[src/rtl/demux_pkg.sv]
// rtl/demux_pkg.sv - shared constants for the parametrised lane demux
// Purpose: routing mode encodings and stall counter sizing.
// Ports:   none (package).
package demux_pkg;

   localparam logic MODE_RR  = 1'b0;   // round-robin across lanes
   localparam logic MODE_SEL = 1'b1;   // lane chosen by selector

   localparam int            STALL_W   = 16;
   localparam logic [15:0]   STALL_MAX = 16'hFFFF;

endpackage

[src/rtl/lane_fifo.sv]
// rtl/lane_fifo.sv - first-word fall-through FIFO for one output lane
// Purpose: buffers words for one lane; head word is presented combinationally.
// Ports:   clk, reset (async active-low), flush (sync clear),
//          push/din write side, pop/dout read side, empty/full status.
module lane_fifo #(
   parameter int DATA_W = 8,
   parameter int DEPTH  = 4
) (
   input  logic              clk,
   input  logic              reset,
   input  logic              flush,
   input  logic              push,
   input  logic [DATA_W-1:0] din,
   input  logic              pop,
   output logic [DATA_W-1:0] dout,
   output logic              empty,
   output logic              full
);

   localparam int PTR_W = $clog2(DEPTH);

   logic [DATA_W-1:0] mem [DEPTH];
   logic [PTR_W-1:0]  wr_ptr;
   logic [PTR_W-1:0]  rd_ptr;
   logic [PTR_W:0]    count;
   logic              do_push;
   logic              do_pop;

   assign empty = (count == '0);
   assign full  = (count == (PTR_W+1)'(DEPTH));

   // Flush wins over any transfer; guards keep a misbehaving caller from
   // corrupting the count.
   assign do_push = push & ~full & ~flush;
   assign do_pop  = pop & ~empty & ~flush;

   // Empty lanes present zero rather than stale storage.
   assign dout = empty ? '0 : mem[rd_ptr];

   // Pointers wrap naturally because DEPTH is a power of two.
   always_ff @(posedge clk or negedge reset) begin
      if (!reset) begin
         wr_ptr <= '0;
         rd_ptr <= '0;
         count  <= '0;
      end else if (flush) begin
         wr_ptr <= '0;
         rd_ptr <= '0;
         count  <= '0;
      end else begin
         if (do_push) wr_ptr <= wr_ptr + 1'b1;
         if (do_pop)  rd_ptr <= rd_ptr + 1'b1;
         if (do_push && !do_pop)
            count <= count + 1'b1;
         else if (!do_push && do_pop)
            count <= count - 1'b1;
      end
   end

   // Storage needs no reset: contents are only observable through count.
   always_ff @(posedge clk) begin
      if (do_push) mem[wr_ptr] <= din;
   end

endmodule

[src/rtl/demux_lanes_param.sv]
// rtl/demux_lanes_param.sv - 1-to-NUM_LANES word demux with per-lane FIFOs
// Purpose: routes the input stream round-robin or by selector into lane FIFOs.
// Ports:   clk, reset (async active-low), flush, mode, selector,
//          Entrada/validEntrada/readyEntrada input stream,
//          SalidaF/validSalida/readySalida packed lane outputs,
//          rr_ptr next round-robin lane, stall_cnt saturating stall count.
module demux_lanes_param
   import demux_pkg::*;
#(
   parameter int DATA_W    = 8,
   parameter int NUM_LANES = 4,
   parameter int DEPTH     = 4,
   parameter int LANE_W    = $clog2(NUM_LANES)
) (
   input  logic                        clk,
   input  logic                        reset,
   input  logic                        flush,
   input  logic                        mode,
   input  logic [LANE_W-1:0]           selector,
   input  logic [DATA_W-1:0]           Entrada,
   input  logic                        validEntrada,
   output logic                        readyEntrada,
   output logic [NUM_LANES*DATA_W-1:0] SalidaF,
   output logic [NUM_LANES-1:0]        validSalida,
   input  logic [NUM_LANES-1:0]        readySalida,
   output logic [LANE_W-1:0]           rr_ptr,
   output logic [STALL_W-1:0]          stall_cnt
);

   logic [LANE_W-1:0]    target;
   logic                 target_ok;
   logic                 target_full;
   logic                 accept;
   logic [NUM_LANES-1:0] full_vec;
   logic [NUM_LANES-1:0] empty_vec;
   logic [NUM_LANES-1:0] push_vec;
   logic [NUM_LANES-1:0] pop_vec;

   assign target = (mode == MODE_SEL) ? selector : rr_ptr;

   // Out-of-range selectors are possible when NUM_LANES is not a power of two.
   assign target_ok = (mode == MODE_RR) ||
                      ({1'b0, selector} < (LANE_W+1)'(NUM_LANES));

   // Decode by comparison so an out-of-range target never indexes past full_vec.
   always_comb begin
      target_full = 1'b0;
      for (int i = 0; i < NUM_LANES; i++) begin
         if (target == LANE_W'(i)) target_full = full_vec[i];
      end
   end

   // No bypass: a full lane refuses input even if it is popped this cycle.
   assign readyEntrada = target_ok & ~target_full & ~flush;
   assign accept       = validEntrada & readyEntrada;

   always_comb begin
      push_vec = '0;
      for (int i = 0; i < NUM_LANES; i++) begin
         push_vec[i] = accept && (target == LANE_W'(i));
      end
   end

   assign validSalida = ~empty_vec;
   assign pop_vec     = readySalida & ~empty_vec & {NUM_LANES{~flush}};

   genvar g;
   generate
      for (g = 0; g < NUM_LANES; g++) begin : g_lane
         lane_fifo #(
            .DATA_W (DATA_W),
            .DEPTH  (DEPTH)
         ) u_fifo (
            .clk   (clk),
            .reset (reset),
            .flush (flush),
            .push  (push_vec[g]),
            .din   (Entrada),
            .pop   (pop_vec[g]),
            .dout  (SalidaF[g*DATA_W +: DATA_W]),
            .empty (empty_vec[g]),
            .full  (full_vec[g])
         );
      end
   endgenerate

   // rr_ptr moves only on round-robin accepts so directed traffic does not
   // disturb the rotation.
   always_ff @(posedge clk or negedge reset) begin
      if (!reset) begin
         rr_ptr <= '0;
      end else if (flush) begin
         rr_ptr <= '0;
      end else if (accept && (mode == MODE_RR)) begin
         rr_ptr <= (rr_ptr == LANE_W'(NUM_LANES-1)) ? '0 : rr_ptr + 1'b1;
      end
   end

   always_ff @(posedge clk or negedge reset) begin
      if (!reset) begin
         stall_cnt <= '0;
      end else if (flush) begin
         stall_cnt <= '0;
      end else if (validEntrada && !readyEntrada && (stall_cnt != STALL_MAX)) begin
         stall_cnt <= stall_cnt + 1'b1;
      end
   end

endmodule

[config.mk]
export PLATFORM = sky130hd
export DESIGN_NAME = demux_lanes_param
export DESIGN_NICKNAME = d
export VERILOG_FILES = /design/src/rtl/demux_pkg.sv /design/src/rtl/lane_fifo.sv /design/src/rtl/demux_lanes_param.sv
export SDC_FILE = /design/constraint.sdc
export NUM_CORES = 1
export LEC_CHECK = 0
export CORE_ASPECT_RATIO = 0.8
export CORE_MARGIN = 5
export CORE_UTILIZATION = 30
export DETAILED_ROUTE_END_ITERATION = 8
export GPL_TIMING_DRIVEN = 0
export PLACE_DENSITY_LB_ADDON = 0.12
export SKIP_CTS_REPAIR_TIMING = 1
export SYNTH_ARGS = -nofsm -noshare
export SYNTH_HDL_FRONTEND = slang
export SYNTH_SLANG_ARGS = --single-unit
[constraint.sdc]
create_clock -name clk -period 8.6 [get_ports clk]
set_input_delay 2.15 -clock clk [delete_from_list [all_inputs] [get_ports clk]]
set_output_delay 2.15 -clock clk [all_outputs]
set_load 0.1 [all_outputs]
======== Word-level counts from Yosys, hierarchy flattened ========
Memory sizes are Yosys's and may differ from the RTL's.
Index checks and enable logic that the tools add are counted.
word-level totals
  register bits ........................... 46
  memory bits (writable) .................. 128
  input port bits ......................... 19
  output and inout port bits .............. 55
  memories kept ........................... 4
cells by class
  add/sub/neg operators ................... 18
  eq/ne operators ......................... 9
  multiplexer cells ....................... 50
  bitwise gates (word level) .............. 32
  reduce and logical (&&, ||, !) cells .... 43
memories
  memory                depth  width  read ports  clocked after memory_dff  wr ports  RTL line         source
  g_lane[0].u_fifo.mem  4      8      1           0                         1         lane_fifo.sv:22  logic [DATA_W-1:0] mem [DEPTH];
  g_lane[1].u_fifo.mem  4      8      1           0                         1         lane_fifo.sv:22
  g_lane[2].u_fifo.mem  4      8      1           0                         1         lane_fifo.sv:22
  g_lane[3].u_fifo.mem  4      8      1           0                         1         lane_fifo.sv:22
operators by type and width
  cell                                                                 number
  2-bit 2-to-1 mux                                                     20
  3-bit 2-to-1 mux                                                     12
  16-bit 2-to-1 mux                                                    2
  8-bit 2-to-1 mux                                                     4
  2-bit nonzero test                                                   10
  2-bit by 1-bit adder with 2-bit output (second input constant)       9
  1-bit AND                                                            18
  16-bit by 1-bit adder with 16-bit output (second input constant)     1
  16-bit inequality test (second input constant)                       1
  1-bit logical AND                                                    15
  3-bit by 1-bit adder with 3-bit output (second input constant)       4
  3-bit == test (second input constant)                                4
  3-bit logical NOT                                                    4
  1-bit 2-to-1 mux                                                     12
  3-bit nonzero test                                                   4
  3-bit by 1-bit subtractor with 3-bit output (second input constant)  4
  1-bit inverter                                                       11
  1-bit logical NOT                                                    9
  4-bit AND                                                            2
  2-bit == test (second input constant)                                3
  4-bit inverter                                                       1
  2-bit by 1-bit == test with 1-bit output (second input constant)     1
  2-bit logical NOT                                                    1

======== Depth between registers and ports, before layout ========
Gate-level depths: netlist (run 1).
  depth after elaboration ................. 17
  depth in mapped cells ................... 10
  depth with buffers taken out ............ 8

======== Cells and area by module ========
From an unflattened synthesis (run 1), not the netlist that was laid out.
unflattened totals
  cells, all modules ...................... 588
  area, all modules ....................... 8,525.7 um^2
by module, submodules not included
  module                            instances  cells each  area each (um^2)
  lane_fifo (g_lane[1].u_fifo ...)  2          115         1,856.8
  lane_fifo (g_lane[0].u_fifo)      1          111         1,788.0
  lane_fifo (g_lane[2].u_fifo)      1          111         1,769.2
  demux_lanes_param                 1          136         1,255.0

======== Least setup slack after synthesis (run 1) ========
OpenSTA, ideal clock, no wires.
  kind .................................... input-to-output
  from .................................... input mode
  to ...................................... output readyEntrada
  arrival ................................. 3.885 ns
  required time ........................... 6.450 ns
  setup slack ............................. 2.565 ns
  stages .................................. 6
  path buffers ............................ 3
  cells stage by stage .................... buf_6 -> mux2i_1 -> mux2_2 -> a2111oi_2 -> buf_4 -> buf_4
between the ends
  cells in the longest elaborated chain, start to end .. 8
  elaborated cells between the ends (all ways) .. 11
RTL lines
  item                            RTL line                 source
  start, declared                 demux_lanes_param.sv:18  input logic mode,
  2-bit 2-to-1 mux (*)            demux_lanes_param.sv:39  assign target = (mode == MODE_SEL) ? selector : rr_ptr;
  2-bit logical NOT               demux_lanes_param.sv:49  if (target == LANE_W'(i)) target_full = full_vec[i];
  1-bit 2-to-1 mux (3 in series)  demux_lanes_param.sv:49
  1-bit 2-to-1 mux (*)            demux_lanes_param.sv:49
  1-bit inverter (*)              demux_lanes_param.sv:54  assign readyEntrada = target_ok & ~target_full & ~flush;
  1-bit AND (*)                   demux_lanes_param.sv:54
  end, declared                   demux_lanes_param.sv:22  output logic readyEntrada,
Every way passes the cells marked *; elsewhere a longest branch is shown, timed or not.

======== Worst setup path after layout (run 1) ========
  from .................................... input selector[0]
  to ...................................... output readyEntrada
between the ends
  cells in the longest elaborated chain, start to end .. 8
  elaborated cells between the ends (all ways) .. 11
RTL lines
  item                            RTL line                 source
  start, declared                 demux_lanes_param.sv:19  input logic [LANE_W-1:0] selector,
  2-bit 2-to-1 mux (*)            demux_lanes_param.sv:39
  2-bit logical NOT               demux_lanes_param.sv:49
  1-bit 2-to-1 mux (3 in series)  demux_lanes_param.sv:49
  1-bit 2-to-1 mux (*)            demux_lanes_param.sv:49
  1-bit inverter (*)              demux_lanes_param.sv:54
  1-bit AND (*)                   demux_lanes_param.sv:54
Marks and branches as above.

==> results of run 1 <==
-- final timing paths --
kind,depth (start not counted),endpoint,startpoint
worst max register to register,9,g_lane[2].u_fifo.count[2]$_DFFE_PN0P_,rr_ptr[0]$_DFFE_PN0P_
worst min register to register,2,g_lane[1].u_fifo.count[2]$_DFFE_PN0P_,g_lane[1].u_fifo.count[2]$_DFFE_PN0P_
max in group asynchronous,2,g_lane[2].u_fifo.wr_ptr[0]$_DFFE_PN0P_,reset
worst min-delay path,2,g_lane[1].u_fifo.count[2]$_DFFE_PN0P_,g_lane[1].u_fifo.count[2]$_DFFE_PN0P_
min in group asynchronous,1,stall_cnt[0]$_DFFE_PN0P_,reset
worst max-delay path,7,readyEntrada,selector[0]
-- metal layers --
metal  up-vias  GRT usage  wire length (um)
met4         0     0.0349               197
met1      2333      0.174              8260
met5         -          0                 0
met2        77      0.196              8380
li1       2125          -                 -
met3        14     0.0345               712
-- cells in the final DEF, fill, tap and decap left out, types with 14 or more instances in the layout --
cell type,n
a21oi_1,14
and2_1,50
clkbuf_1,24
clkbuf_16,17
clkdlybuf4s50_1,70
dfrtp_1,46
edfxtp_1,128
ha_1,18
inv_1,26
mux4_2,32
nand2_1,14
nor2_1,36
-- where the power goes --
part	total, mW	leakage, nW	internal (mW)	switching [mW]
sequential	0.984	1.78	0.949	0.0357
clock	0.744	0.278	0.385	0.359
combinational	1.50	1.22	0.406	1.09
-- registers in the layout (all words and copies together) (netlist names) --
signal / flops
g_lane.u_fifo.mem: 128
stall_cnt: 16
g_lane.u_fifo.count: 12
g_lane.u_fifo.rd_ptr: 8
g_lane.u_fifo.wr_ptr: 8
rr_ptr: 2
-- critical path, stage by stage --
cell and delay [ns]:
clkdlybuf4s50_1 0.47, mux2i_1 0.26, mux2_2 0.38, a2111oi_2 0.52, buf_4 0.27, buf_4 0.19
clkdlybuf4s50_1 1.15
-- layout make-up --
cell class / count / area [um^2] / area share
Sequential cell: 174 / 4990 / 0.524
Multi-Input combinational cell: 294 / 2580 / 0.270
Timing Repair Buffer: 72 / 726 / 0.0761
Tap cell: 351 / 439 / 0.0460
Clock buffer: 17 / 425 / 0.0446
Clock inverter: 15 / 148 / 0.0155
Buffer: 29 / 131 / 0.0138
Inverter: 26 / 97.6 / 0.0102
-- cell families after synthesis --
logic type / Yosys count
DFF: 174
and+or+nand+nor: 163
buffers and inverters: 55
AOI/OAI and AO/OA: 47
muxes: 47
adders and majority gates: 22
xor gates and xnor gates: 15
-- metrics by stage --
step / total power, mW / cells / hold slack (ns)
floorplan: 2.17 / 523 / 0.510
global placement: 2.51 / 945 / 0.544
detailed placement: 2.53 / 946 / 0.546
CTS: 3.28 / 978 / 0.563
global route: 3.39 / 978 / 0.586
finish: 3.23 / 978 / 0.555
==> results_dict.tcl, run 1 <==
set metrics [dict create \
    r2r_setup_slack_ns 5.90 \
    wl_um 17500 \
    critical_path_class "primary input to output pin" \
    area_growth_pct 22.3 \
    synth_compound_area_frac 0.0436 \
    route.vias.total 4549 \
    yosys.area_share.simple 0.117 \
    hpwl_um 12000 \
    cp_max_fo 10 \
    synth_top_area_cell "edfxtp_1" \
    grt_pass1_wl_um 28400 \
    synth_top_family_by_area "simple AND/OR/NAND/NOR gates" \
    fillerInstances 2416 \
    cp.required_ns 6.45 \
    fin_tns_setup_ns 0 \
    drive_above_1_share 0.134 \
    track_usage 0.126 \
    synth_top_area_frac 0.493 \
    cts_tree "yes" \
    synth_fp_nets 564 \
    synthDistinctLibCells 47 \
    ys_warn_count 0 \
    synthXorXnorAreaFrac 0.0168 \
    cp.arrival_ns 5.40 \
    synthAdderAreaFrac 0.0391 \
    first_global_vias 4974 \
    wl_per_cell_um 17.9 \
    die-area_um2 29400 \
    drt_pre_antenna_iters 4 \
    gp_congestion 0.761 \
    synth-seq-cells 174 \
    finalHoldViolCount 0 \
    coreArea_um2 25400 \
    insertion_delay_ns 0.44 \
    start_util 0.307 \
    initialDrtViolationCount 287 \
    cts_buffer_depth 2 \
    worstSetupEndpointType "output pin" \
    antenna_cells 0 \
    drc 0 \
    clock-skew-final_ns 0.0163 \
    period_share 0.878 \
    ys_seq_area_frac 0.640 \
    ios 74 \
    layout.nets 655 \
    synth.most_common_cell "edfxtp_1" \
    fin_ws_ns 1.05 \
    slew_headroom 0.336 \
    syn_inst 523 \
    cp-start-kind "primary input" \
    finish.utilization 0.375 \
    min_path_type "register to register" \
    fp.dieW_um 190 \
    rsz0062_at_grt "no" \
    fin_crit_ns 7.55 \
    synth_area_leaders "edfxtp_1 49%, dfrtp_1 15%, mux4_2 9.2%, and2_1 4.0%, ha_1 2.9%" \
    cts-root-buf "clkbuf_16" \
    synth_edf_count 128 \
    syn_area_per_cell_um2 14.9 \
    fmax_mhz 132 \
    synthMuxAreaShare 0.114 \
    synth_commonest_cells "128 x edfxtp_1, 50 x and2_1, 46 x dfrtp_1, 36 x nor2_1, 32 x mux4_2" \
    fp-row-count 52 \
    slew_viol_final 0 \
    cap_violations 0 \
    finalSetupViolCount 0 \
    cts_sinks 174 \
    pre_cts_ws_ns 1.02 \
    worst-slew-pin-transition_ns 0.993 \
    h-tree-depth 4 \
    antenna_found_initial 0 \
    synth_area_um2 7800 \
    ys.flop_type "edfxtp_1" \
    placement.io_buffers 71 \
    clk_pin_slew_worst_paths_ns 0.07 \
    status "complete, no violations" \
    p_leak_nw 3.28 \
    grt_max_degree 27 \
    antenna_left 0 \
    async_flop_share 0.264 \
    grt-ovfl-total 0 \
    peakVddDrop_mv 0.193 \
    place_area_um2 8970 \
    power_density_nw_per_um2 338 \
    routed_via_density 4.65 \
    numCtsBuffers 17 \
    postLayoutCellArea_um2 9540 \
    die_h_um 154 \
]
Power figures use the tool's default switching activity.
==> run 2, diff against run 1 <==
Settings changed: DONT_BUFFER_PORTS from default to 1.
==> results_dict.tcl, run 2 (synthesis results as in run 1) <==
set metrics [dict create \
    status "complete, no violations" \
    antenna_cells 0 \
    hold-worst-slack_ns 0.565 \
    clk_pin_slew_worst_paths_ns 0.06 \
    routed_via_density 4.73 \
    route.vias.total 4282 \
    cp.required_ns 6.45 \
    cts_buffer_depth 2 \
    fp-row-count 52 \
    layout_commonest_cell "edfxtp_1" \
    cp-start-kind "primary input" \
    grt_pass1_wl_um 26700 \
    drt_pre_antenna_iters 4 \
    period_share 0.729 \
    slew_viol_final 0 \
    worstSetupEndpointType "output pin" \
    cts_sinks 174 \
    worst-slew-pin-transition_ns 1.08 \
    gp_congestion 0.798 \
    critical_path_class "primary input to output pin" \
    p_int_mw 1.60 \
    hpwl_um 11700 \
    finalSetupViolCount 0 \
    slew_headroom 0.280 \
    final_cells 906 \
    fmax_mhz 159 \
    r2r_start "stall_cnt[1]$_DFFE_PN0P_" \
    die_h_um 154 \
    wl_um 16900 \
    top_register "g_lane.u_fifo.mem" \
    dp_cells 874 \
    insertion_delay_ns 0.43 \
    track_usage 0.119 \
    numCtsBuffers 17 \
    grt_max_degree 47 \
    pwr-share-clk 0.252 \
    power_frac_seq 0.329 \
    pre_cts_ws_ns 2.33 \
    cts-root-buf "clkbuf_16" \
    top_regs "g_lane.u_fifo.mem (128), stall_cnt (16), g_lane.u_fifo.count (12)" \
    area_growth_pct 13.3 \
    rsz0062_at_grt "no" \
    crit_slowest_cell "a2111oi_2" \
    first_global_vias 4497 \
    grt-ovfl-total 0 \
    cp.arrival_ns 4.12 \
    drive_above_1_share 0.157 \
    cap_violations 0 \
    critPathTopFamily "buffers and inverters" \
    fp.dieW_um 190 \
    peakVddDrop_mv 0.141 \
    coreArea_um2 25400 \
    crit_chain "buf_6 -> mux2i_1 -> mux2_2 -> a2111oi_2 -> buf_4 -> buf_4" \
    drc 0 \
    cp_max_fo 10 \
    critPathBufInv 3 \
    ios 74 \
    start_util 0.307 \
    die-area_um2 29400 \
    p_leak_nw 3.04 \
    largest_reg_flops 128 \
    layout.nets 583 \
    p_switching_mw 1.45 \
    startpoint "mode" \
    h-tree-depth 4 \
    worst_hold_startpoint "g_lane[1].u_fifo.count[2]$_DFFE_PN0P_" \
    clock-skew-final_ns 0.0131 \
    antenna_left 0 \
    finalHoldViolCount 0 \
    cp_common_cell "buf_4" \
    cts_tree "yes" \
    final_cell_mix "128 x edfxtp_1, 50 x and2_1, 46 x dfrtp_1" \
    power_frac_comb 0.420 \
    power_density_nw_per_um2 345 \
    min_path_type "register to register" \
    fin_crit_ns 6.27 \
    placement.io_buffers 0 \
    antenna_found_initial 1 \
    cpPeakStageDelay_ns 0.54 \
    fin_ws_ns 2.33 \
    initialDrtViolationCount 198 \
    fin_tns_setup_ns 0 \
    p_sw_frac 0.475 \
    wl_per_cell_um 18.6 \
]
-- run 2: worst reg2reg max path: stages, from the launching register on --
cell and delay [ns]:
dfrtp_1 1.01, ha_1 0.35, nand2_1 0.10, nor2_1 0.33, a41o_1 0.42, clkbuf_1 0.41
clkbuf_1 0.44, o31ai_1 0.14, a21oi_1 0.17
-- run 2: final cells by class --
cell class,count,area [um^2]
fill,2456,16600
clock buffer,17,425
multi-input combinational,294,2580
tap,351,439
clock inverter,15,168
sequential,174,4990
inverter,26,97.6
buffer,29,136
-- run 2: path summary, 6_finish.rpt --
check | to | slack (ns) | cells after the start
min | g_lane[1].u_fifo.count[2]$_DFFE_PN0P_ | 0.57 | 2
max | readyEntrada | 2.33 | 6
min reg2reg | g_lane[1].u_fifo.count[2]$_DFFE_PN0P_ | 0.57 | 2
min in group asynchronous | stall_cnt[2]$_DFFE_PN0P_ | 1.41 | 0
max in group asynchronous | g_lane[1].u_fifo.count[0]$_DFFE_PN0P_ | 7.09 | 0
max reg2reg | stall_cnt[13]$_DFFE_PN0P_ | 5.14 | 8
-- run 2: metal layers --
layer	global-route usage	share of wire
met2	0.190	0.47
met1	0.161	0.47
met4	0.0318	0.010
met3	0.0349	0.049
met5	0	0.00041
-- run 2: through the flow --
step | util | power (mW) | area [um^2]
6_report | 0.347 | 3.05 | 8840
5_1_grt | 0.347 | 3.19 | 8840
4_1_cts | 0.347 | 3.10 | 8840
3_5_place_dp | 0.324 | 2.32 | 8250
3_3_place_gp | 0.324 | 2.30 | 8240
2_1_floorplan | - | 2.17 | 7800
-- run 2: power groups by stage --
stage | Sequential [mW] | Clock, mW | Combinational (mW)
2_1_floorplan | 1.01 | 0 | 1.16
3_3_place_gp | 1.02 | 0 | 1.28
3_5_place_dp | 1.02 | 0 | 1.30
4_1_cts | 1.00 | 0.792 | 1.30
5_1_grt | 1.01 | 0.829 | 1.35
6_report | 1.00 | 0.767 | 1.28
==> run 3, diff against run 2 <==
Clock period 8.6 ns to 5.55 ns, I/O delays scaled along.
==> results of run 3 <==
Same layout as run 2 (identical final DEF). Status: complete, no violations.
Main changes from that run: setup slack after placement 2.33 ns -> 0.801 ns; setup slack after layout 2.33 ns -> 0.803 ns; register-to-register setup slack 5.14 ns -> 2.09 ns; total power 3.05 mW -> 4.72 mW; worst IR drop on VDD 0.141 mV -> 0.218 mV
